File: src/rtl/tau_gemm_sched_pkg.sv
// Shared types and width helpers for the tau_gemm_sched GEMM array scheduler.
// Optional feature macro: TAU_SCHED_STEP_DONE_HS_EN (array-driven step completion).
package tau_sched_pkg;

  typedef enum logic [1:0] {
    IDLE  = 2'd0,
    CLEAR = 2'd1,
    RUN   = 2'd2,
    RESP  = 2'd3
  } sched_state_t;

  // Bits needed to index 'count' distinct values, never less than one bit.
  function automatic int idx_w(input int count);
    if (count <= 2) begin
      return 1;
    end else begin
      return $clog2(count);
    end
  endfunction

  function automatic int req_w(input int num_req);
    return idx_w(num_req);
  endfunction

  function automatic int kidx_w(input int dim);
    return idx_w(dim);
  endfunction

  function automatic int klen_w(input int dim);
    return idx_w(dim + 1);
  endfunction

  function automatic int cyc_w(input int step_cycles);
    return idx_w(step_cycles);
  endfunction

  localparam int DEF_NUM_REQ = 4;
  localparam int DEF_DIM     = 16;
  localparam int DEF_WIDTH   = 8;
  localparam int REQ_W       = req_w(DEF_NUM_REQ);
  localparam int KIDX_W      = kidx_w(DEF_DIM);
  localparam int KLEN_W      = klen_w(DEF_DIM);
  localparam int CYC_W       = cyc_w(DEF_WIDTH);

endpackage

File: src/rtl/tau_gemm_sched_if.sv
// Requester, array-control and response signals of tau_gemm_sched.
// master: the scheduler; slave: requesters, operand muxes and response consumer.
// Optional feature macro: TAU_SCHED_STEP_DONE_HS_EN adds arr_step_done.
interface tau_gemm_sched_if #(
  parameter int NUM_REQ = 4,
  parameter int DIM     = 16
);
  import tau_sched_pkg::*;

  localparam int RW  = req_w(NUM_REQ);
  localparam int KIW = kidx_w(DIM);
  localparam int KLW = klen_w(DIM);

  logic [NUM_REQ-1:0]          req_valid;
  logic [NUM_REQ-1:0][KLW-1:0] req_klen;
  logic [NUM_REQ-1:0]          req_ready;
  logic [RW-1:0]               arr_sel;
  logic [KIW-1:0]              arr_k_idx;
  logic                        arr_clear;
  logic                        arr_start;
  logic                        rsp_valid;
  logic [RW-1:0]               rsp_id;
  logic                        rsp_ready;
  logic                        busy;
`ifdef TAU_SCHED_STEP_DONE_HS_EN
  logic                        arr_step_done;
`endif

  modport master (
    input  req_valid, req_klen, rsp_ready,
`ifdef TAU_SCHED_STEP_DONE_HS_EN
    input  arr_step_done,
`endif
    output req_ready, arr_sel, arr_k_idx, arr_clear, arr_start,
    output rsp_valid, rsp_id, busy
  );

  modport slave (
    output req_valid, req_klen, rsp_ready,
`ifdef TAU_SCHED_STEP_DONE_HS_EN
    output arr_step_done,
`endif
    input  req_ready, arr_sel, arr_k_idx, arr_clear, arr_start,
    input  rsp_valid, rsp_id, busy
  );

endinterface

File: src/rtl/tau_gemm_sched_rr_arbiter.sv
// Combinational round-robin picker: first set request at or above rr_ptr, with wrap.
module rr_arbiter #(
  parameter int NUM_REQ = 4,
  parameter int REQ_W   = 2
) (
  input  logic [NUM_REQ-1:0] req,
  input  logic [REQ_W-1:0]   rr_ptr,
  output logic               any_grant,
  output logic [REQ_W-1:0]   grant_idx,
  output logic [NUM_REQ-1:0] grant_oh
);

  logic [REQ_W-1:0] cand_s;

  // Walk candidates from rr_ptr upward; the first one requesting wins.
  always_comb begin
    any_grant = 1'b0;
    grant_idx = {REQ_W{1'b0}};
    grant_oh  = {NUM_REQ{1'b0}};
    cand_s    = {REQ_W{1'b0}};
    for (int i = 0; i < NUM_REQ; i++) begin
      cand_s = REQ_W'((int'(rr_ptr) + i) % NUM_REQ);
      if (!any_grant && req[cand_s]) begin
        any_grant        = 1'b1;
        grant_idx        = cand_s;
        grant_oh[cand_s] = 1'b1;
      end else begin
        any_grant = any_grant;
      end
    end
  end

endmodule

File: src/rtl/tau_gemm_sched.sv
// Round-robin scheduler sharing one DIM x DIM tau_mac GEMM array among NUM_REQ requesters.
// Job flow: IDLE -> CLEAR (one accumulator clear) -> RUN (klen steps) -> RESP -> IDLE.
// Optional feature macro: TAU_SCHED_STEP_DONE_HS_EN ends each step on arr_step_done
// instead of a fixed STEP_CYCLES window.
module tau_gemm_sched
  import tau_sched_pkg::*;
#(
  parameter int NUM_REQ     = 4,
  parameter int DIM         = 16,
  parameter int WIDTH       = 8,
  parameter int STEP_CYCLES = WIDTH
) (
  input  logic               clk,
  input  logic               reset,
  tau_gemm_sched_if.master   bus
);

  localparam int RW  = req_w(NUM_REQ);
  localparam int KIW = kidx_w(DIM);
  localparam int KLW = klen_w(DIM);

  sched_state_t   state_r, state_nxt_s;
  logic [RW-1:0]  rr_ptr_r, rr_ptr_nxt_s;
  logic [RW-1:0]  sel_r, sel_nxt_s;
  logic [KLW-1:0] klen_r, klen_nxt_s;
  logic [KIW-1:0] step_r, step_nxt_s;
  logic           clear_r, start_r, rsp_valid_r, busy_r;
  logic           clear_nxt_s, start_nxt_s, rsp_valid_nxt_s, busy_nxt_s;
  logic           any_grant_s, accept_s, step_end_s, last_step_s;
  logic [RW-1:0]  grant_idx_s;
  logic [NUM_REQ-1:0] grant_oh_s;
`ifndef TAU_SCHED_STEP_DONE_HS_EN
  localparam int CW = cyc_w(STEP_CYCLES);
  logic [CW-1:0]  cyc_r, cyc_nxt_s;
`endif

  rr_arbiter #(
    .NUM_REQ (NUM_REQ),
    .REQ_W   (RW)
  ) u_arb (
    .req       (bus.req_valid),
    .rr_ptr    (rr_ptr_r),
    .any_grant (any_grant_s),
    .grant_idx (grant_idx_s),
    .grant_oh  (grant_oh_s)
  );

  assign accept_s    = any_grant_s && (state_r == IDLE);
  assign last_step_s = (KLW'(step_r) == (klen_r - KLW'(1)));
`ifdef TAU_SCHED_STEP_DONE_HS_EN
  // A done seen in the start cycle belongs to the previous step and is ignored.
  assign step_end_s  = bus.arr_step_done && !start_r;
`else
  assign step_end_s  = (cyc_r == CW'(STEP_CYCLES - 1));
`endif

  // Next-state, job bookkeeping and next values of the registered outputs.
  always_comb begin
    state_nxt_s  = state_r;
    rr_ptr_nxt_s = rr_ptr_r;
    sel_nxt_s    = sel_r;
    klen_nxt_s   = klen_r;
    step_nxt_s   = step_r;
`ifndef TAU_SCHED_STEP_DONE_HS_EN
    cyc_nxt_s    = cyc_r;
`endif
    start_nxt_s  = 1'b0;
    case (state_r)
      IDLE: begin
        if (accept_s) begin
          sel_nxt_s   = grant_idx_s;
          klen_nxt_s  = bus.req_klen[grant_idx_s];
          step_nxt_s  = {KIW{1'b0}};
          state_nxt_s = CLEAR;
          if (grant_idx_s == RW'(NUM_REQ - 1)) begin
            rr_ptr_nxt_s = {RW{1'b0}};
          end else begin
            rr_ptr_nxt_s = grant_idx_s + RW'(1);
          end
        end else begin
          state_nxt_s = IDLE;
        end
      end
      CLEAR: begin
`ifndef TAU_SCHED_STEP_DONE_HS_EN
        cyc_nxt_s = {CW{1'b0}};
`endif
        if (klen_r != {KLW{1'b0}}) begin
          state_nxt_s = RUN;
          start_nxt_s = 1'b1;
        end else begin
          state_nxt_s = RESP;
        end
      end
      RUN: begin
        if (step_end_s) begin
          if (last_step_s) begin
            state_nxt_s = RESP;
          end else begin
            step_nxt_s  = step_r + KIW'(1);
            start_nxt_s = 1'b1;
`ifndef TAU_SCHED_STEP_DONE_HS_EN
            cyc_nxt_s   = {CW{1'b0}};
`endif
          end
        end else begin
`ifndef TAU_SCHED_STEP_DONE_HS_EN
          cyc_nxt_s = cyc_r + CW'(1);
`endif
        end
      end
      RESP: begin
        if (bus.rsp_ready) begin
          state_nxt_s = IDLE;
        end else begin
          state_nxt_s = RESP;
        end
      end
      default: begin
        state_nxt_s = IDLE;
      end
    endcase
    clear_nxt_s     = (state_nxt_s == CLEAR);
    rsp_valid_nxt_s = (state_nxt_s == RESP);
    busy_nxt_s      = (state_nxt_s != IDLE);
  end

  // State and output registers; reset aborts any job without a response.
  always_ff @(posedge clk or posedge reset) begin
    if (reset) begin
      state_r     <= IDLE;
      rr_ptr_r    <= {RW{1'b0}};
      sel_r       <= {RW{1'b0}};
      klen_r      <= {KLW{1'b0}};
      step_r      <= {KIW{1'b0}};
`ifndef TAU_SCHED_STEP_DONE_HS_EN
      cyc_r       <= {CW{1'b0}};
`endif
      clear_r     <= 1'b0;
      start_r     <= 1'b0;
      rsp_valid_r <= 1'b0;
      busy_r      <= 1'b0;
    end else begin
      state_r     <= state_nxt_s;
      rr_ptr_r    <= rr_ptr_nxt_s;
      sel_r       <= sel_nxt_s;
      klen_r      <= klen_nxt_s;
      step_r      <= step_nxt_s;
`ifndef TAU_SCHED_STEP_DONE_HS_EN
      cyc_r       <= cyc_nxt_s;
`endif
      clear_r     <= clear_nxt_s;
      start_r     <= start_nxt_s;
      rsp_valid_r <= rsp_valid_nxt_s;
      busy_r      <= busy_nxt_s;
    end
  end

  assign bus.req_ready = (state_r == IDLE) ? grant_oh_s : {NUM_REQ{1'b0}};
  assign bus.arr_sel   = sel_r;
  assign bus.arr_k_idx = step_r;
  assign bus.arr_clear = clear_r;
  assign bus.arr_start = start_r;
  assign bus.rsp_valid = rsp_valid_r;
  assign bus.rsp_id    = sel_r;
  assign bus.busy      = busy_r;

endmodule
File: src/flat_wrapper.sv
// flat-port wrapper written by rule: the top's interface ports become plain ports
module tau_gemm_sched_flat import tau_sched_pkg::*;
#(
  parameter int NUM_REQ     = 4,
  parameter int DIM         = 16,
  parameter int WIDTH       = 8,
  parameter int STEP_CYCLES = WIDTH
)
  (clk, reset, bus_req_valid, bus_req_klen, bus_rsp_ready, bus_req_ready, bus_arr_sel, bus_arr_k_idx, bus_arr_clear, bus_arr_start, bus_rsp_valid, bus_rsp_id, bus_busy);
  tau_gemm_sched_if #(.NUM_REQ(NUM_REQ), .DIM(DIM)) bus_i ();
  input  logic clk;
  input  logic reset;
  input wire logic [$bits(bus_i.req_valid)-1:0] bus_req_valid;
  input wire logic [$bits(bus_i.req_klen)-1:0] bus_req_klen;
  input wire logic [$bits(bus_i.rsp_ready)-1:0] bus_rsp_ready;
  output wire logic [$bits(bus_i.req_ready)-1:0] bus_req_ready;
  output wire logic [$bits(bus_i.arr_sel)-1:0] bus_arr_sel;
  output wire logic [$bits(bus_i.arr_k_idx)-1:0] bus_arr_k_idx;
  output wire logic [$bits(bus_i.arr_clear)-1:0] bus_arr_clear;
  output wire logic [$bits(bus_i.arr_start)-1:0] bus_arr_start;
  output wire logic [$bits(bus_i.rsp_valid)-1:0] bus_rsp_valid;
  output wire logic [$bits(bus_i.rsp_id)-1:0] bus_rsp_id;
  output wire logic [$bits(bus_i.busy)-1:0] bus_busy;
  assign bus_i.req_valid = bus_req_valid;
  assign bus_i.req_klen = bus_req_klen;
  assign bus_i.rsp_ready = bus_rsp_ready;
  assign bus_req_ready = bus_i.req_ready;
  assign bus_arr_sel = bus_i.arr_sel;
  assign bus_arr_k_idx = bus_i.arr_k_idx;
  assign bus_arr_clear = bus_i.arr_clear;
  assign bus_arr_start = bus_i.arr_start;
  assign bus_rsp_valid = bus_i.rsp_valid;
  assign bus_rsp_id = bus_i.rsp_id;
  assign bus_busy = bus_i.busy;
  tau_gemm_sched #(.NUM_REQ(NUM_REQ), .DIM(DIM), .WIDTH(WIDTH), .STEP_CYCLES(STEP_CYCLES)) u_core (.clk(clk), .reset(reset), .bus(bus_i));
endmodule
File: config.mk
export PLATFORM = sky130hd
export DESIGN_NAME = tau_gemm_sched_flat
export DESIGN_NICKNAME = d
export VERILOG_FILES = /design/src/rtl/tau_gemm_sched_pkg.sv /design/src/rtl/tau_gemm_sched_if.sv /design/src/rtl/tau_gemm_sched_rr_arbiter.sv /design/src/rtl/tau_gemm_sched.sv /design/src/flat_wrapper.sv
export SDC_FILE = /design/constraint.sdc
export NUM_CORES = 1
export LEC_CHECK = 0
export CORE_MARGIN = 5
export CORE_UTILIZATION = 40
export DETAILED_ROUTE_END_ITERATION = 6
export PLACE_DENSITY = 0.75
export SYNTH_ARGS = -nofsm -noshare
export SYNTH_HDL_FRONTEND = slang
export SYNTH_HIERARCHICAL = 1
export SYNTH_SLANG_ARGS = --single-unit
File: constraint.sdc
create_clock -name clk -period 4 [get_ports clk]
set_input_delay 0.6 -clock clk [delete_from_list [all_inputs] [get_ports clk]]
set_output_delay 0.6 -clock clk [all_outputs]
set_load 0.01 [all_outputs]
* Word level (Yosys, flattened, before mapping) *
Index checks and enable logic that the tools add are counted.

word-level totals
  input bits = 27
  latch bits = 0
  memories kept = 0
  memory bits (writable) = 0
  ROM bits = 0
  register bits = 22

operators by class
  multiplexer cells = 49
  shifts and indexed selects = 0
  div/mod/pow operators = 0
  multipliers = 0
  add/subtract/negate cells = 7
  bitwise logic cells = 3
  eq/ne operators = 12
  reductions and logical operators = 19
  $lt $le $gt $ge = 9

operator list
  operator                                                                              count
  4-bit 2-to-1 mux                                                                      8
  1-bit 2-to-1 mux                                                                      17
  2-bit 2-to-1 mux                                                                      8
  2-bit by 3-bit < comparator with 1-bit output (second input constant)                 5
  4-bit bitwise OR                                                                      3
  5-bit binary-select mux with 2-bit select                                             1
  1-bit binary-select mux with 2-bit select                                             4
  1-bit demux with 2-bit select                                                         4
  2-bit == test (second input constant)                                                 4
  2-bit by 1-bit greater-or-equal comparator with 1-bit output (second input constant)  4
  1-bit logical AND                                                                     8
  2-bit case mux with 4 select lines                                                    1
  4-bit case mux with 2 select lines                                                    1
  3-bit 2-to-1 mux                                                                      2
  3-bit case mux with 2 select lines                                                    1
  2-bit nonzero test                                                                    3
  4-bit by 5-bit == test with 1-bit output                                              1
  5-bit 2-to-1 mux                                                                      1
  5-bit nonzero test                                                                    1
  5-bit by 1-bit subtractor with 5-bit output (second input constant)                   1
  2-bit by 1-bit adder with 2-bit output (second input constant)                        2
  2-bit adder (second input constant)                                                   2
  4-bit by 1-bit adder with 4-bit output (second input constant)                        1
  2-bit by 1-bit == test with 1-bit output (second input constant)                      2
  10 further kinds                                                                      14

* Logic depth before layout (Yosys ltp) *
  depth after elaboration = 16
  mapped depth = 12

* By module *
The synthesis kept the hierarchy.

modules (own cells, without submodules)
  module          seq. area each (sq um)  times used  area each (sq um)  cells an instance
  tau_gemm_sched  550.5                   1           1336.3             118
  rr_arbiter      0.0                     1           422.9              45

* Worst setup path before layout *
Ideal clock, no wire load.

  kind = register to register
  from = register u_core.rr_ptr_r[0]
  to = register u_core.klen_r[0]
  library setup time = 125 ps
  data arrival time = 2941 ps
  buffers on the path = 3
  cell stages (with the launch flop) = 12
  path slack = 935 ps
  cell sequence = dfrtp_1 > buf_6 > inv_1 > ha_1 > mux4_2 > buf_6 > and2b_2 > o21ai_0 > o31ai_1 > clkbuf_1 > mux4_2 > mux2_2

between the ends
  cells in the longest elaborated chain, start to end = 14
  elaborated cells between the ends (all ways) = 29
  those cells by class = add/sub (3); mux (18); reduce/logical (8)

ends and longest elaborated chain
  item                                                                             line                             text
  from (decl)                                                                      tau_gemm_sched.sv:23             logic [RW-1:0] rr_ptr_r, rr_ptr_nxt_s;
  from (signal assigned)                                                           tau_gemm_sched.sv:132            rr_ptr_r <= {RW{1'b0}};
  from (signal assigned)                                                           tau_gemm_sched.sv:145            rr_ptr_r <= rr_ptr_nxt_s;
  branches (longest 11 deep; another with 2-bit by 1-bit adder with 2-bit output)  --
  2-bit 2-to-1 mux (*)                                                             tau_gemm_sched_rr_arbiter.sv:23  if (!any_grant && req[cand_s]) begin
  named net u_core.grant_idx_s[0]                                                  tau_gemm_sched.sv:30             logic [RW-1:0] grant_idx_s;
  5-bit binary-select mux with 2-bit select (*)                                    tau_gemm_sched.sv:72             klen_nxt_s = bus.req_klen[grant_idx_s];
  5-bit 2-to-1 mux (implied by the code) (*)                                       tau_gemm_sched.sv:72
  to (signal assigned)                                                             tau_gemm_sched.sv:134            klen_r <= {KLW{1'b0}};
  to (signal assigned)                                                             tau_gemm_sched.sv:147            klen_r <= klen_nxt_s;
  to (decl)                                                                        tau_gemm_sched.sv:25             logic [KLW-1:0] klen_r, klen_nxt_s;

Mark *: on every way through the listed nets, which the timed path passes. The select of a mux whose other input is x is not followed.
A chain may end at the register's enable or synchronous reset.

* Final worst setup path *
  from = register u_core.rr_ptr_r[1]
  to = output port bus_req_ready[0]

between the ends
  cells in the longest elaborated chain, start to end = 13
  elaborated cells between the ends (all ways) = 48
  those cells by class = add/sub (3); order compare (8); mux (24); bitwise (3); reduce/logical (10)

ends and longest elaborated chain
  item                                                                                    line                             text
  branches (longest 11 deep; another with 2-bit by 3-bit < comparator with 1-bit output)  --
  4-bit 2-to-1 mux (*)                                                                    tau_gemm_sched_rr_arbiter.sv:23
  named net u_core.grant_oh_s[0]                                                          tau_gemm_sched.sv:31             logic [NUM_REQ-1:0] grant_oh_s;
  4-bit 2-to-1 mux (*)                                                                    tau_gemm_sched.sv:159            assign bus.req_ready = (state_r == IDLE) ? grant_oh_s : {NUM_REQ{1'b0}};
  to (decl)                                                                               flat_wrapper.sv:16               output wire logic [$bits(bus_i.req_ready)-1:0] bus_req_ready;

Marks and branches as above.

==> flow_summary.html <==
<table>
<tr><th>Metric</th><th>Value</th></tr>
<tr><th colspan="2">CTS</th></tr>
<tr><td>Latest clock arrival within the worst-skew pair</td><td>0.26 ns</td></tr>
<tr><td>Number of hold-repair buffers added at the cts stage</td><td>0</td></tr>
<tr><td>CTS Buf Count</td><td>3</td></tr>
<tr><td>CTS Root Buffer Type</td><td>sky130_fd_sc_hd__clkbuf_8</td></tr>
<tr><td>Post-CTS Setup Bufs</td><td>0</td></tr>
<tr><td>Maximum buffer depth of the clock tree</td><td>2</td></tr>
<tr><td>CTS clk-pin slew, worst paths</td><td>0.07 ns</td></tr>
<tr><td>Number of H-tree levels</td><td>1</td></tr>
<tr><td>Sink count of the clock tree</td><td>22</td></tr>
<tr><td>Clock tree from TritonCTS</td><td>yes</td></tr>
<tr><td>Cts repair resizes</td><td>0</td></tr>
<tr><th colspan="2">Worst setup path</th></tr>
<tr><td>Largest stage delay, worst path</td><td>0.56 ns</td></tr>
<tr><td>Delay-heaviest family, CP</td><td>buffers and inverters</td></tr>
<tr><td>Startpoint of the worst setup timing path</td><td>u_core/rr_ptr_r[1]</td></tr>
<tr><td>Endpoint class of the critical path</td><td>output port</td></tr>
<tr><td>Startpoint type of the worst setup path</td><td>flip-flop</td></tr>
<tr><td>Internal reg-to-reg setup slack</td><td>0.68 ns</td></tr>
<tr><td>Required time at the endpoint of the critical path</td><td>3.40 ns</td></tr>
<tr><td>Worst flop-to-flop path startpoint</td><td>u_core/rr_ptr_r[1]</td></tr>
<tr><td>Critical path cell sequence</td><td>inv_1 &gt; ha_1 &gt; mux4_2 &gt; nor4b_4 &gt; a22oi_1 &gt; o21ai_0 &gt; and2_1 &gt; clkdlybuf4s50_1</td></tr>
<tr><td>Largest fanout on the critical path</td><td>10</td></tr>
<tr><td>Total buffers and inverters traversed by the critical path</td><td>2</td></tr>
<tr><td>Critical Path Slowest Stage Cell</td><td>sky130_fd_sc_hd__dfrtp_1</td></tr>
<tr><td>Crit Path Class</td><td>reg -&gt; out</td></tr>
<tr><td>Critical Path AT</td><td>3.10 ns</td></tr>
<tr><th colspan="2">Logic synthesis</th></tr>
<tr><td>Synth warn</td><td>6</td></tr>
<tr><td>Number of synthesized flops with an enable pin</td><td>0</td></tr>
<tr><td>Post-synthesis register bit count</td><td>22</td></tr>
<tr><td>Main flop type after synthesis</td><td>sky130_fd_sc_hd__dfrtp_1</td></tr>
<tr><td>Sequential cell area fraction in the yosys report</td><td>31.29%</td></tr>
<tr><td>Average cell area after synthesis</td><td>10.79 um^2</td></tr>
<tr><td>Syn Inst Count</td><td>163</td></tr>
<tr><td>Number of distinct library cells after synthesis</td><td>42</td></tr>
<tr><td>Fraction of post-synthesis cell area in the top cell type by area</td><td>31.29%</td></tr>
<tr><td>Synth area leaders</td><td>sky130_fd_sc_hd__dfrtp_1, sky130_fd_sc_hd__ha_1, sky130_fd_sc_hd__mux4_2</td></tr>
<tr><td>Library cell occupying the most area in the post-synthesis netlist</td><td>sky130_fd_sc_hd__dfrtp_1</td></tr>
<tr><td>Synthesized Nets</td><td>204</td></tr>
<tr><td>Post-synthesis async set-or-reset flop share</td><td>100.0%</td></tr>
<tr><td>Cell area after technology mapping</td><td>1759 um^2</td></tr>
<tr><th colspan="2">Route</th></tr>
<tr><td>Routed length per instance</td><td>14.78 um</td></tr>
<tr><td>Final Routed Wirelength</td><td>3.770 mm</td></tr>
<tr><td>DRC Markers</td><td>0</td></tr>
<tr><td>Vias per cell</td><td>5.482</td></tr>
<tr><td>Via count</td><td>1398</td></tr>
<tr><td>First DRT Iteration DRCs</td><td>54</td></tr>
<tr><td>Remaining antenna violation count after routing</td><td>0</td></tr>
<tr><td>Number of iterations in the first detailed-routing pass</td><td>4</td></tr>
<tr><th colspan="2">Power</th></tr>
<tr><td>Internal power</td><td>1.040 mW</td></tr>
<tr><td>Net switching power of the design</td><td>0.7474 mW</td></tr>
<tr><td>Leakage Power</td><td>0.9472 nW</td></tr>
<tr><td>Power density relative to cell area</td><td>793.0 nW/um^2</td></tr>
<tr><td>Share of total power in the clock network</td><td>8.8%</td></tr>
<tr><td>Power share of the sequential group</td><td>24.3%</td></tr>
<tr><td>Fraction of power spent switching nets</td><td>41.82%</td></tr>
<tr><td>Fraction of power consumed by combinational cells</td><td>66.9%</td></tr>
<tr><td>Post-layout power</td><td>1.787 mW</td></tr>
<tr><td>Worst voltage drop across the vdd grid</td><td>0.0004165 V</td></tr>
<tr><th colspan="2">Cells and area</th></tr>
<tr><td>Multi-input gate area in the final layout</td><td>1094 um^2</td></tr>
<tr><td># diodes</td><td>0</td></tr>
<tr><td>Post-route standard cell area excluding fillers</td><td>2253 um^2</td></tr>
<tr><td># fillers</td><td>388</td></tr>
<tr><td>Non-filler cells in the finished layout</td><td>255</td></tr>
<tr><td>Final cell utilization of the core</td><td>52.11%</td></tr>
<tr><td>Nets</td><td>245</td></tr>
<tr><td>Share of post-route cells with drive strength above 1</td><td>14.78%</td></tr>
<tr><td>Area Overhead vs Synth</td><td>28.09%</td></tr>
<tr><td>Reg area</td><td>551.8 um^2</td></tr>
<tr><th colspan="2">Global routing</th></tr>
<tr><td>Initial antenna violation count</td><td>0</td></tr>
<tr><td>Largest net degree at the start of global routing</td><td>23</td></tr>
<tr><td>Remaining global-route overflow</td><td>0</td></tr>
<tr><td>Number of global-route vias before repair</td><td>1388</td></tr>
<tr><td>Global-route wire length before repair</td><td>6.368 mm</td></tr>
<tr><td>Total track usage</td><td>13.17%</td></tr>
<tr><th colspan="2">STA</th></tr>
<tr><td>Clock period minus worst slack</td><td>3.697 ns</td></tr>
<tr><td>Headroom to the max-slew limit</td><td>42.64%</td></tr>
<tr><td>Count of final setup violators</td><td>0</td></tr>
<tr><td>Tightest hold margin</td><td>0.5000 ns</td></tr>
<tr><td>Unrepaired setup endpoints after global routing</td><td>no</td></tr>
<tr><td>Final-report max-slew violation count</td><td>0</td></tr>
<tr><td>Maximum clock rate</td><td>0.2705 GHz</td></tr>
<tr><td>Largest clock skew in the final design</td><td>0.005964 ns</td></tr>
<tr><td>Transition time at the pin with the least slew margin</td><td>0.8594 ns</td></tr>
<tr><td>Final setup TNS</td><td>0 ns</td></tr>
<tr><td>Final clock period utilization by the worst path</td><td>92.43%</td></tr>
<tr><td>Hold Vio Cnt, Final</td><td>0</td></tr>
<tr><td>Final WS setup</td><td>0.3028 ns</td></tr>
<tr><th colspan="2">Placed design</th></tr>
<tr><td>DP Area</td><td>2197 um^2</td></tr>
<tr><td>Half-perimeter wire length after placement</td><td>3.020 mm</td></tr>
<tr><td>Final weighted congestion in routability-driven placement</td><td>0.8284</td></tr>
<tr><td># placed instances</td><td>251</td></tr>
<tr><td>Count of input and output buffers</td><td>42</td></tr>
<tr><td>Minimum setup slack after placement</td><td>0.3337 ns</td></tr>
<tr><th colspan="2">Worst hold path</th></tr>
<tr><td>Hold_sp</td><td>u_core/cyc_r[1]</td></tr>
<tr><td>Worst Hold Class</td><td>reg -&gt; reg</td></tr>
<tr><th colspan="2">Run status</th></tr>
<tr><td>Run status</td><td>complete, no violations</td></tr>
<tr><th colspan="2">Die</th></tr>
<tr><td>Initial Utilization</td><td>40.68%</td></tr>
<tr><td>Height of the chip</td><td>76.32 um</td></tr>
<tr><td>Area of the die</td><td>5824 um^2</td></tr>
<tr><td>Area inside the core boundary</td><td>4324 um^2</td></tr>
<tr><td>Horizontal die dimension</td><td>76.32 um</td></tr>
<tr><td>Site Rows</td><td>24</td></tr>
<tr><td>I/O pin cnt</td><td>43</td></tr>
<tr><th colspan="2">Run</th></tr>
<tr><td>Number of max-cap violations</td><td>0</td></tr>
</table>
==> final cells by class <==
cell class / instances / share of cell area (%)
clock buffer: 4 / 2.443
inverter: 14 / 2.332
multi-input combinational: 119 / 48.53
sequential: 22 / 24.49
tap: 52 / 2.887
timing repair buffer: 44 / 19.32
==> worst reg2reg max path, delay by kind of cell, from the launching register on <==
kind / cells / cell delay (ns)
AO/OA/AOI/OAI: 2 / 0.30
adder cells (fa/ha/maj): 1 / 0.39
buffers and inverters: 2 / 0.43
multiplexers: 3 / 1.22
AND/OR/NAND/NOR: 1 / 0.31
flip-flops: 1 / 0.56
==> placed cells by master, fill, tap and decap left out, types with 6 or more instances in the layout <==
cell type / Yosys / layout
sky130_fd_sc_hd__clkdlybuf4s50_1: 0 / 42
sky130_fd_sc_hd__dfrtp_1: 22 / 21
sky130_fd_sc_hd__inv_1: 14 / 14
sky130_fd_sc_hd__ha_1: 14 / 14
sky130_fd_sc_hd__o21ai_0: 12 / 12
sky130_fd_sc_hd__mux2_2: 11 / 11
sky130_fd_sc_hd__nand2_1: 9 / 9
sky130_fd_sc_hd__nor2_1: 8 / 8
sky130_fd_sc_hd__a22oi_1: 8 / 8
sky130_fd_sc_hd__mux4_2: 6 / 6
==> metal layers <==
metal	vias up	share of wire (%)	track usage, %
met5	-	0	0
met4	0	1.2	2.797
met3	4	6.4	4.255
met2	42	48	21.92
met1	673	44	16.65
li1	679	-	-
==> worst paths after layout <==
path,endpoint,depth (start not counted)
min reg2reg,u_core/cyc_r[1],1
max in group asynchronous,u_core/rr_ptr_r[0],2
min in group asynchronous,u_core/klen_r[0],2
max reg2reg,u_core/klen_r[3],9
max,bus_req_ready[0],8
min,u_core/cyc_r[1],1
==> Yosys cell counts (2+ instances only) <==
master and instances:
sky130_fd_sc_hd__a32o_1 3, sky130_fd_sc_hd__xor2_1 2, sky130_fd_sc_hd__mux2_2 11, sky130_fd_sc_hd__mux4_1 3, sky130_fd_sc_hd__and2_1 5, sky130_fd_sc_hd__buf_4 2, sky130_fd_sc_hd__or3_1 3, sky130_fd_sc_hd__mux4_2 6
sky130_fd_sc_hd__nor2b_1 2, sky130_fd_sc_hd__a22oi_1 8, sky130_fd_sc_hd__mux2i_1 2, sky130_fd_sc_hd__nor2_1 8, sky130_fd_sc_hd__a21oi_1 4, sky130_fd_sc_hd__nand2_1 9, sky130_fd_sc_hd__clkbuf_1 3, sky130_fd_sc_hd__inv_1 14
sky130_fd_sc_hd__nor4_1 2, sky130_fd_sc_hd__xnor2_1 2, sky130_fd_sc_hd__dfrtp_1 22, sky130_fd_sc_hd__buf_6 2, sky130_fd_sc_hd__o31ai_1 2, sky130_fd_sc_hd__nor3_1 3, sky130_fd_sc_hd__ha_1 14, sky130_fd_sc_hd__o21ai_0 12
sky130_fd_sc_hd__a21o_1 2
==> sequential cells by signal (all words and copies together) (netlist names) <==
register              flops
u_core/bus.arr_start      1
u_core/klen_r             5
u_core/bus.arr_clear      1
u_core/bus.arr_k_idx      4
u_core/bus.rsp_valid      1
u_core/cyc_r              3
u_core/state_r            2
u_core/rr_ptr_r           2
u_core/bus.busy           1
u_core/bus.arr_sel        2
==> power groups by stage <==
stage / logic, mW / registers, mW / clock network (mW)
detailed placement: 1.20 / 0.439 / 0
finish: 1.20 / 0.434 / 0.157
CTS: 1.20 / 0.434 / 0.166
floorplan: 0.934 / 0.415 / 0
global route: 1.33 / 0.453 / 0.175
global placement: 1.17 / 0.436 / 0
==> cells by family (layout without fill, tap and decap cells) <==
| family | after synthesis | after routing | share of synthesized area [%] |
|---|---|---|---|
| flops | 22 | 22 | 31.29 |
| buf+inv | 22 | 62 | 6.543 |
| fa+ha+maj | 14 | 14 | 9.957 |
| compound gates | 36 | 36 | 14.08 |
| mux | 22 | 22 | 20.34 |
| simple gates | 42 | 42 | 14.44 |
| xor+xnor | 5 | 5 | 3.343 |
Note: power is estimated with default switching activity, not from simulation.
==> RTL change 1: new RTL, config.mk and constraints unchanged <==
`WIDTH` is set to 8 in 2 places; all go to 6.
--- a/src/rtl/tau_gemm_sched.sv
+++ b/src/rtl/tau_gemm_sched.sv
@@ -7,7 +7,7 @@
 #(
   parameter int NUM_REQ     = 4,
   parameter int DIM         = 16,
-  parameter int WIDTH       = 8,
+  parameter int WIDTH       = 6,
   parameter int STEP_CYCLES = WIDTH
 ) (
   input  logic               clk,
--- a/src/flat_wrapper.sv
+++ b/src/flat_wrapper.sv
@@ -3,7 +3,7 @@
 #(
   parameter int NUM_REQ     = 4,
   parameter int DIM         = 16,
-  parameter int WIDTH       = 8,
+  parameter int WIDTH       = 6,
   parameter int STEP_CYCLES = WIDTH
 )
   (clk, reset, bus_req_valid, bus_req_klen, bus_rsp_ready, bus_req_ready, bus_arr_sel, bus_arr_k_idx, bus_arr_clear, bus_arr_start, bus_rsp_valid, bus_rsp_id, bus_busy);
Function: no difference found for any inputs over 4 cycles, from zero or initial values and one cycle with reset high; that may be too few to reach the edited logic, so the function may still have changed.
==> RTL change 1 against the unedited design <==
- total power grew 0.50%
- wire length shrank 3.8%
- register-to-register slack gained 0.21 ns
- final area grew 1.9%
- worst hold slack gained 0.046 ns
- setup slack gained 0.071 ns
- sequential cell count is the same
- synthesized area grew 0.36%
- critical endpoint is now bus_req_ready[2]
==> RTL change 1: results (changes against the unedited design) <==
set qor(non_clock_buffer_count) 46 ;# +4.5%
set qor(yosysSeqAreaShare) 0.312 ;# -0.00111
set qor(worst_slack_after_detailed_placement_ns) 0.460 ;# +0.126 ns
set qor(mappedNetlistNets) 206 ;# +0.98%
set qor(yosys.cell_types.count) 46 ;# +9.5%
set qor(outcome) {completed}
set qor(hold_ws_ns) 0.546 ;# +0.0459 ns
set qor(global_route.usage.total) 0.124 ;# -0.00779
set qor(wire_length_of_the_first_global_routing_pass_um) 6230 ;# -2.2%
set qor(timing.clock.skew_ns) 0.00443 ;# -0.00154 ns
set qor(first_global_vias) 1435 ;# +3.4%
set qor(compound_gate_fraction_of_synth_area) 0.159 ;# +0.0179
set qor(rrSetupSlack_ns) 0.89 ;# +0.21 ns
set qor(area.share.sequential) 0.240 ;# -0.00508
set qor(detailedRoute.firstIterationViolations) 123 ;# +130%
set qor(critical-path-max-stage-delay_ns) 0.53 ;# -0.03 ns
set qor(multiInputGateArea_um2) 1110 ;# +1.1%
set qor(share_clk_of_total_power) 0.116 ;# +0.028
set qor(synth_top_cells_by_count) {dfrtp_1, inv_1, ha_1}
set qor(max-vdd-ir-drop_v) 0.000381 ;# -8.5%
set qor(r2r_end) {u_core/klen_r[4]$_DFFE_PP0P_}
set qor(area_share_clock_buf_inv) 0.0311 ;# +0.00663
set qor(multi_input_gates) 122 ;# +2.5%
set qor(signal_arrival_time_at_the_worst_endpoint_ns) 3.03 ;# -0.07 ns
set qor(clock_path_buffers) 2 ;# unchanged
set qor(power.leakage_nw) 0.970 ;# +2.4%
set qor(timing.final.ws_setup_ns) 0.374 ;# +0.0708 ns
set qor(place_congestion) 0.816 ;# -1.5%
set qor(power.switching_fraction) 0.407 ;# -0.0108
set qor(power.sequential.total_uw) 406 ;# -6.5%
set qor(fraction_of_final_layout_cells_sized_beyond_drive_strength_1) 0.149 ;# +0.00126
set qor(post-route-cell-area_um2) 2300 ;# +1.9%
set qor(placed_cells_incl_taps) 256 ;# +2.0%
set qor(post_drt_wl_per_cell_um) 14.0 ;# -5.6%
set qor(filler_cell_count_in_the_final_layout) 390 ;# +0.52%
set qor(cpMaxStageDelayCell) {dfrtp_1}
set qor(synthAdderAreaFrac) 0.0850 ;# -0.0145
set qor(fin_nets) 248 ;# +1.2%
set qor(routed-via-count) 1460 ;# +4.4%
set qor(hold_depth) 1 ;# unchanged
set qor(buffer_area_frac) 0.196 ;# +0.00296
set qor(tightestPinTransition_ns) 0.833 ;# -0.0259 ns
set qor(endpoint) {bus_req_ready[2]}
set qor(synth.area.top_cells) {dfrtp_1, ha_1, mux4_2, mux2_2, mux4_1}
set qor(critical-path-top-delay-family) {buffers and inverters}
set qor(syn_area_per_cell_um2) 10.6 ;# -2.0%
set qor(diodes) 0 ;# unchanged
set qor(synthXorXnorAreaFrac) 0.0333 ;# -0.000118
set qor(place.detailed.hpwl_um) 2860 ;# -5.4%
set qor(synth_mux_area_frac) 0.196 ;# -0.00710
-- RTL change 1: cell types whose count changed after synthesis, sizes merged, moves of 2 or more --
| cell | change |
|---|---|
| nor2 | +3 |
| a22oi | +2 |
| ha | -2 |
| nor3 | -2 |
| o211ai | +2 |
| o21a | +2 |
| o21ai | -2 |
| or3 | -2 |
| or4 | +2 |
-- RTL change 1: worst reg2reg max path, cell delays in order (launching register included) --
cell and delay [ns]:
dfrtp_1 0.53, inv_1 0.15, ha_1 0.38, mux4_2 0.45
and2b_2 0.31, o21ai_0 0.08, o31ai_1 0.08, buf_4 0.23
mux4_2 0.52, mux2_2 0.27
-- RTL change 1: metal layers --
layer	vias up	part of all wire	global-route usage
met5	-	0	0
met1	703	0.45	0.158
li1	708	-	-
met4	0	0.0039	0.0175
met3	2	0.064	0.0307
met2	47	0.48	0.215
==> RTL change 2: new RTL, same flow settings <==
Made on the original files. The 4 states of `sched_state_t` get a one-hot encoding in 4 bits.
--- a/src/rtl/tau_gemm_sched_pkg.sv
+++ b/src/rtl/tau_gemm_sched_pkg.sv
@@ -2,11 +2,11 @@
 // Optional feature macro: TAU_SCHED_STEP_DONE_HS_EN (array-driven step completion).
 package tau_sched_pkg;
 
-  typedef enum logic [1:0] {
-    IDLE  = 2'd0,
-    CLEAR = 2'd1,
-    RUN   = 2'd2,
-    RESP  = 2'd3
+  typedef enum logic [3:0] {
+    IDLE  = 4'b0001,
+    CLEAR = 4'b0010,
+    RUN   = 4'b0100,
+    RESP  = 4'b1000
   } sched_state_t;
 
   // Bits needed to index 'count' distinct values, never less than one bit.
Behaviour: same outputs for any inputs over 4 cycles, from zero or initial values and one cycle with reset high; so few cycles prove little.
==> RTL change 2 against the unedited design <==
- non-clock buffer count rose by 1
- sequential cell count is 2 higher
- wire length is 0.72% higher
- sequential share of layout area grew 1.3 points
- clock skew shrank 0.00087 ns
- fmax grew 2.1%
- setup slack better by 0.077 ns
- register-to-register slack gained 0.24 ns
- total power down 6.4%
- final area is 3.6% higher
- synthesized area grew 5.0%
- critical endpoint unchanged
- largest cell class unchanged
- highest routed layer unchanged
==> RTL change 2: results (changes against the unedited design) <==
set qor(outcome) {completed}
set qor(worst_slack_after_detailed_placement_ns) 0.425 ;# +0.0912 ns
set qor(synth.area.top_cells) {dfrtp_1, mux4_2, ha_1, mux2_2, mux4_1}
set qor(max-vdd-ir-drop_v) 0.000348 ;# -16%
set qor(mappedNetlistNets) 211 ;# +3.4%
set qor(synth_top_cells_by_count) {dfrtp_1, nand2_1, inv_1, o21ai_0, ha_1}
set qor(post_drt_wl_per_cell_um) 14.3 ;# -3.4%
set qor(r2r_end) {u_core/klen_r[2]$_DFFE_PP0P_}
set qor(placement.cell_area_um2) 2290 ;# +4.2%
set qor(fin_cells) 266 ;# +4.3%
set qor(multiInputGateArea_um2) 1130 ;# +3.7%
set qor(hold_ws_ns) 0.556 ;# +0.0558 ns
set qor(place.detailed.hpwl_um) 2940 ;# -2.5%
set qor(tightestPinTransition_ns) 0.882 ;# +0.0223 ns
set qor(place_congestion) 0.816 ;# -1.5%
set qor(fin_nets) 252 ;# +2.9%
set qor(power.switching_fraction) 0.410 ;# -0.00772
set qor(wire_length_of_the_first_global_routing_pass_um) 6760 ;# +6.1%
set qor(fraction_of_final_layout_cells_sized_beyond_drive_strength_1) 0.150 ;# +0.00175
set qor(grt_max_degree) 25 ;# +8.7%
set qor(number_of_antenna_violations_at_the_first_check_in_global_routing) 0 ;# unchanged
set qor(power.leakage_nw) 0.982 ;# +3.7%
set qor(global_route.usage.total) 0.132 ;# +0.000366
set qor(filler_cell_count_in_the_final_layout) 403 ;# +3.9%
set qor(signal_arrival_time_at_the_worst_endpoint_ns) 3.02 ;# -0.08 ns
set qor(hold_depth) 1 ;# unchanged
set qor(rrSetupSlack_ns) 0.92 ;# +0.24 ns
set qor(detailedRoute.firstIterationViolations) 64 ;# +19%
set qor(synthesis.instances) 174 ;# +6.7%
set qor(worstSkewPairLatency_ns) 0.27
[RTL change 2: cell families after synthesis]
family,after synthesis,synth area share
buf+inv,21,0.0603
simple gates,50,0.167
xor+xnor,5,0.0237
flops,24,0.326
mux,20,0.182
compound gates,44,0.173
fa+ha+maj,10,0.0678
[RTL change 2: worst max path at each step]
stage,depth (start not counted),from,slack [ns],to
floorplan,11,u_core/rr_ptr_r[0]$_DFFE_PP0P_,0.94,u_core/klen_r[4]$_DFFE_PP0P_
global placement,7,bus_req_valid[2],0.49,bus_req_ready[0]
detailed placement,7,bus_req_valid[2],0.42,bus_req_ready[0]
CTS,8,u_core/rr_ptr_r[1]$_DFFE_PP0P_,0.37,bus_req_ready[0]
global route,8,u_core/rr_ptr_r[1]$_DFFE_PP0P_,0.19,bus_req_ready[2]
finish,8,u_core/rr_ptr_r[1]$_DFFE_PP0P_,0.38,bus_req_ready[0]
[RTL change 2: final cells by class]
class                           instances  share of cell area
Multi-Input combinational cell        129               0.486
Sequential cell                        24               0.258
Inverter                               12              0.0193
Tap cell                               52              0.0279
Timing Repair Buffer                   45               0.190
Clock buffer                            4              0.0193
[RTL change 2: per-layer routing]
metal	GRT usage	routed length, um
met1	0.184	1780
met2	0.206	1730
met3	0.0394	258
met4	0.0236	25
met5	0	0
[RTL change 2: power groups by stage]
stage                     combinational (mW)  sequential, mW  clock [mW]
after floorplan                        0.852           0.430           0
after global placement                  1.07           0.438           0
after detailed placement                1.10           0.442           0
after CTS                               1.11           0.437       0.152
after global routing                    1.22           0.454       0.159
final                                   1.09           0.435       0.145
[RTL change 2: critical path: stages, from the launching register on]
cell and delay [ns]:
dfrtp_1 0.54, inv_1 0.13, ha_1 0.37, mux4_2 0.44, nor4b_4 0.40, a22oi_1 0.10, o21ai_0 0.09, and2_1 0.14
clkdlybuf4s50_1 0.53
